**src/rtl/led_truth_checker_pkg.sv**
```systemverilog
// Shared definitions for the LED truth-table checker: vector geometry and FSM states.
package led_truth_checker_pkg;

  localparam int VEC_W   = 3;
  localparam int NUM_VEC = 8;

  typedef enum logic [1:0] {
    ST_IDLE,
    ST_SETTLE,
    ST_CHECK,
    ST_DONE
  } state_t;

endpackage

```
**src/rtl/led_settle_timer.sv**
```systemverilog
// Watches the {S,P,V} vector for changes and asserts stable once it has been
// held for SETTLE settle cycles; after a check it waits for a new vector.
module led_settle_timer
  import led_truth_checker_pkg::*;
#(
  parameter int SETTLE = 4
) (
  input  logic             clk,
  input  logic             rst,
  input  logic             en,
  input  logic             arm,
  input  logic             mark,
  input  logic [VEC_W-1:0] vec,
  output logic             stable
);

  localparam int            CW   = (SETTLE > 1) ? $clog2(SETTLE) : 1;
  localparam logic [CW-1:0] LAST = CW'(SETTLE - 1);

  logic [VEC_W-1:0] prev_vec;
  logic [VEC_W-1:0] last_vec;
  logic [CW-1:0]    cnt;
  logic             blocked;
  logic             changed;

  assign changed = (vec != prev_vec);
  assign stable  = en && !blocked && !changed && (cnt == LAST);

  // blocked holds off counting until the vector moves away from the one just checked
  always_ff @(posedge clk or posedge rst) begin
    if (rst) begin
      prev_vec <= '0;
      last_vec <= '0;
      blocked  <= 1'b0;
      cnt      <= '0;
    end else begin
      prev_vec <= vec;
      if (arm) begin
        blocked <= 1'b0;
      end else if (mark) begin
        blocked  <= 1'b1;
        last_vec <= vec;
      end else if (en && blocked && (vec != last_vec)) begin
        blocked <= 1'b0;
      end
      if (!en || blocked || changed || stable) begin
        cnt <= '0;
      end else begin
        cnt <= cnt + 1'b1;
      end
    end
  end

endmodule

```
**config.mk**
```make
export PLATFORM = sky130hd
export DESIGN_NAME = led_settle_timer
export DESIGN_NICKNAME = d
export VERILOG_FILES = /design/src/rtl/led_truth_checker_pkg.sv /design/src/rtl/led_settle_timer.sv
export SDC_FILE = /design/constraint.sdc
export NUM_CORES = 1
export LEC_CHECK = 0
export ABC_CLOCK_PERIOD_IN_PS = 2500
export CORE_AREA = 10 10 47 49
export CTS_CLUSTER_DIAMETER = 60
export CTS_CLUSTER_SIZE = 8
export DETAILED_ROUTE_END_ITERATION = 7
export DIE_AREA = 0 0 57 59
export GPL_TIMING_DRIVEN = 0
export RECOVER_POWER = 100
export SYNTH_ARGS = -nofsm -noshare
export SYNTH_HDL_FRONTEND = slang
export SYNTH_SLANG_ARGS = --single-unit
```
**constraint.sdc**
```tcl
create_clock -name clk -period 2.5 [get_ports clk]
set_input_delay 0.375 -clock clk [delete_from_list [all_inputs] [get_ports clk]]
set_output_delay 0.375 -clock clk [all_outputs]
set_load 0.02 [all_outputs]
```
==> run_summary.xml <==
<?xml version="1.0" encoding="UTF-8"?>
<metrics>
  <group name="run_status">
    <metric name="run_status" unit="">finished clean</metric>
  </group>
  <group name="cts">
    <metric name="cts.root.buffer_cell" unit="">sky130_fd_sc_hd__clkbuf_4</metric>
    <metric name="clk_path_buf_depth" unit="">2</metric>
    <metric name="post-cts-setup-buffer-count" unit="">0</metric>
    <metric name="clock_insertion_delay_worst_skew" unit="ns">0.26</metric>
    <metric name="cts_stage_hold_buffer_count" unit="">0</metric>
    <metric name="tritoncts" unit="">built</metric>
    <metric name="clock-sinks" unit="">9</metric>
    <metric name="clock_slew_at_reported_path_ffs" unit="ns">0.06</metric>
    <metric name="cts_repair_resize_count" unit="">0</metric>
    <metric name="htree_levels" unit="">1</metric>
    <metric name="tritoncts.num_buffers" unit="">3</metric>
  </group>
  <group name="floorplan">
    <metric name="floorplan.core_area" unit="mm²">0.00140</metric>
    <metric name="die_width" unit="µm">57</metric>
    <metric name="floorplan.die_area" unit="mm²">0.00336</metric>
    <metric name="die_h" unit="µm">59</metric>
    <metric name="row_count" unit="">14</metric>
    <metric name="design.portCount" unit="">9</metric>
    <metric name="initial_utilization" unit="%">29.0</metric>
  </group>
  <group name="synthesis">
    <metric name="postSynthNetCount" unit="">39</metric>
    <metric name="synth.yosys.seq_area_share" unit="%">55.4</metric>
    <metric name="synthesis.yosys.warnings" unit="">0</metric>
    <metric name="synth.lib_cells_used.distinct" unit="">15</metric>
    <metric name="synth-seq-cells" unit="">9</metric>
    <metric name="netlist_area" unit="µm²">407</metric>
    <metric name="syn_avg_cell_area" unit="µm²">13.6</metric>
    <metric name="syn-instance-count" unit="">30</metric>
  </group>
  <group name="timing">
    <metric name="worst_slew_pin_slew" unit="ns">0.335</metric>
    <metric name="grt_setup_unrepaired" unit="">false</metric>
    <metric name="achievable_frequency" unit="MHz">433</metric>
    <metric name="setup_tns" unit="ns">0</metric>
    <metric name="timing_hold_violations_final" unit="">0</metric>
    <metric name="post-route-min-period" unit="ns">2.31</metric>
    <metric name="part_of_the_cycle_the_worst_path_needs" unit="%">92.3</metric>
    <metric name="setup_violations" unit="">0</metric>
    <metric name="clock_skew" unit="ns">0.00165</metric>
    <metric name="final-max-slew-violation-count" unit="">0</metric>
    <metric name="slew_margin_rel" unit="%">77.6</metric>
  </group>
  <group name="grt">
    <metric name="grt_max_degree" unit="">10</metric>
    <metric name="grt_pass1_wl" unit="mm">1.38</metric>
    <metric name="global_route.overflow_total" unit="">0</metric>
    <metric name="first_global_vias" unit="">316</metric>
    <metric name="antenna_violations_before_repair" unit="">0</metric>
    <metric name="grt_usage" unit="%">5.39</metric>
  </group>
  <group name="setup_path">
    <metric name="crit_path_start" unit="">vec[2]</metric>
    <metric name="path_max_fanout" unit="">4</metric>
    <metric name="timing.critical_path.required" unit="ns">2.12</metric>
    <metric name="reg2regPathDepth" unit="">2</metric>
    <metric name="logic_depth_of_the_worst_path_buffers_included" unit="">5</metric>
    <metric name="setup_slack_of_the_worst_register_to_register_path" unit="ns">1.43</metric>
    <metric name="critical_path.reg2reg.endpoint" unit="">blocked</metric>
    <metric name="critical_path.reg2reg.startpoint" unit="">last_vec[0]</metric>
    <metric name="max_stage_delay" unit="ns">0.61</metric>
    <metric name="crit_buf_inv" unit="">2</metric>
    <metric name="critPathLaunchType" unit="">primary input</metric>
    <metric name="timing.critical_path.mode_cell" unit="">sky130_fd_sc_hd__clkdlybuf4s50_1</metric>
    <metric name="critPathSlowestCell" unit="">sky130_fd_sc_hd__clkdlybuf4s50_1</metric>
    <metric name="critical_path.top_delay_family" unit="">buffers and inverters</metric>
    <metric name="crit_path_end" unit="">stable</metric>
    <metric name="cp_cell_sequence" unit="">clkdlybuf4s50_1 &gt; xnor2_1 &gt; nand4_1 &gt; nor2_1 &gt; clkdlybuf4s50_1</metric>
    <metric name="timing.critical_path.arrival" unit="ns">1.93</metric>
    <metric name="critical_path.endpoint_type" unit="">primary output</metric>
    <metric name="crit_type" unit="">primary input to primary output</metric>
  </group>
  <group name="flow_run">
    <metric name="cap_viol_max_count" unit="">0</metric>
  </group>
  <group name="power">
    <metric name="worst_ir_drop_vdd" unit="µV">240</metric>
    <metric name="design_power_total" unit="µW">319</metric>
    <metric name="p_leak" unit="µW">0.000219</metric>
    <metric name="p_per_area" unit="mW/mm²">616</metric>
  </group>
  <group name="finish">
    <metric name="antennaDiodeCount" unit="">0</metric>
    <metric name="final-instance-count-excl-fill" unit="">58</metric>
    <metric name="num-nets-final" unit="">52</metric>
    <metric name="areaGrowthSynthToFinish" unit="%">27.4</metric>
    <metric name="filler_cell_count" unit="">150</metric>
    <metric name="final_layout_size_suffix_gt1_share" unit="%">16.7</metric>
  </group>
  <group name="place">
    <metric name="buffers_on_ports" unit="">8</metric>
    <metric name="finalWeightedCongestion" unit="">0.746</metric>
    <metric name="dp_cells" unit="">54</metric>
  </group>
  <group name="min_path">
    <metric name="path_type_of_the_worst_min_delay_path" unit="">register to register</metric>
  </group>
  <group name="drt">
    <metric name="route.final.wire_length" unit="µm">756</metric>
    <metric name="avgRoutedWirePerCell" unit="µm">13.0</metric>
    <metric name="drt-vias-per-instance" unit="">4.31</metric>
    <metric name="drt_antenna_net_count" unit="">0</metric>
    <metric name="drt_drc_violations_left" unit="">0</metric>
    <metric name="drtPass1Iterations" unit="">2</metric>
    <metric name="first_iter_violations" unit="">1</metric>
    <metric name="routed-via-count" unit="">250</metric>
  </group>
</metrics>
## per-layer routing
| layer | GRT usage (%) | up-vias | part of all wire (%) |
|---|---|---|---|
| met1 | 5.32 | 120 | 39 |
| met2 | 8.37 | 4 | 54 |
| met5 | 0 | - | 0 |
| met3 | 2.36 | 2 | 5.6 |
| li1 | - | 124 | - |
| met4 | 5.03 | 0 | 0.66 |
## layout make-up
cell class                      instances  area (µm²)  area share, %
Sequential cell                         9         225           43.5
Tap cell                               16        20.0           3.86
Clock buffer                            4        26.3           5.07
Inverter                                2        7.51           1.45
Timing Repair Buffer                    8        80.1           15.5
Multi-Input combinational cell         19         159           30.7
## synth_stat cells
| library cell | n | share of area [%] |
|---|---|---|
| sky130_fd_sc_hd__dfrtp_1 | 9 | 55 |
| sky130_fd_sc_hd__mux2_2 | 3 | 8.3 |
| sky130_fd_sc_hd__xnor2_1 | 3 | 6.5 |
| sky130_fd_sc_hd__xor2_1 | 3 | 6.5 |
| sky130_fd_sc_hd__inv_1 | 2 | 1.8 |
| sky130_fd_sc_hd__ha_1 | 1 | 3.1 |
| sky130_fd_sc_hd__nand2b_1 | 1 | 1.5 |
| sky130_fd_sc_hd__nand4_1 | 1 | 1.5 |
| sky130_fd_sc_hd__nor2_1 | 1 | 0.92 |
| sky130_fd_sc_hd__nor2b_1 | 1 | 1.5 |
| sky130_fd_sc_hd__nor2b_2 | 1 | 2.2 |
| sky130_fd_sc_hd__nor3_1 | 1 | 1.2 |
| sky130_fd_sc_hd__nor3b_2 | 1 | 3.1 |
| sky130_fd_sc_hd__o21ba_2 | 1 | 2.5 |
| sky130_fd_sc_hd__o41ai_2 | 1 | 4.0 |
## registers in the layout (all words and copies together) (netlist names)
signal    cells
prev_vec      3
cnt           2
blocked       1
last_vec      3
## through the flow
step / setup WS (ns) / cell area, µm² / hold slack [ns] / util [%]
after CTS: 0.143 / 533 / 0.389 / 38.0
after global placement: 0.159 / 507 / 0.425 / 36.2
after floorplan: 1.15 / 407 / 0.203 / -
after global routing: 0.0425 / 518 / 0.480 / 37.0
final: 0.192 / 518 / 0.441 / 37.0
after detailed placement: 0.143 / 507 / 0.436 / 36.2
## power by group
group | switching (µW) | internal [µW]
Sequential | 7.30 | 158
Combinational | 16.4 | 25.7
Clock | 50.6 | 61.5
## how the worst min path moves through the flow
| stage | start | endpoint | slack, ns | depth (start not counted) |
|---|---|---|---|---|
| floorplan | rst | blocked | 0.20 | 1 |
| global placement | cnt[0] | cnt[0] | 0.43 | 1 |
| detailed placement | cnt[0] | cnt[0] | 0.44 | 1 |
| CTS | rst | prev_vec[1] | 0.39 | 2 |
| global route | cnt[0] | cnt[0] | 0.48 | 1 |
| finish | cnt[0] | cnt[0] | 0.44 | 1 |
## cells in the final DEF, fill, tap and decap left out, types with 2 or more instances in the layout
cell type	n
sky130_fd_sc_hd__inv_1	2
sky130_fd_sc_hd__clkbuf_4	3
sky130_fd_sc_hd__clkdlybuf4s50_1	6
sky130_fd_sc_hd__dlygate4sd3_1	2
sky130_fd_sc_hd__xnor2_1	3
sky130_fd_sc_hd__mux2_2	3
sky130_fd_sc_hd__dfrtp_1	9
sky130_fd_sc_hd__nor2b_1	2
sky130_fd_sc_hd__xor2_1	3
## logic make-up after synthesis
| kind of cell | Yosys count | share of synthesized area, % |
|---|---|---|
| muxes | 3 | 8.31 |
| adders and majority gates | 1 | 3.08 |
| and+or+nand+nor | 7 | 12.0 |
| AOI/OAI and AO/OA | 2 | 6.46 |
| DFF | 9 | 55.4 |
| buffers and inverters | 2 | 1.85 |
| xor gates and xnor gates | 6 | 12.9 |
Note: power is estimated with default switching activity, not from simulation.
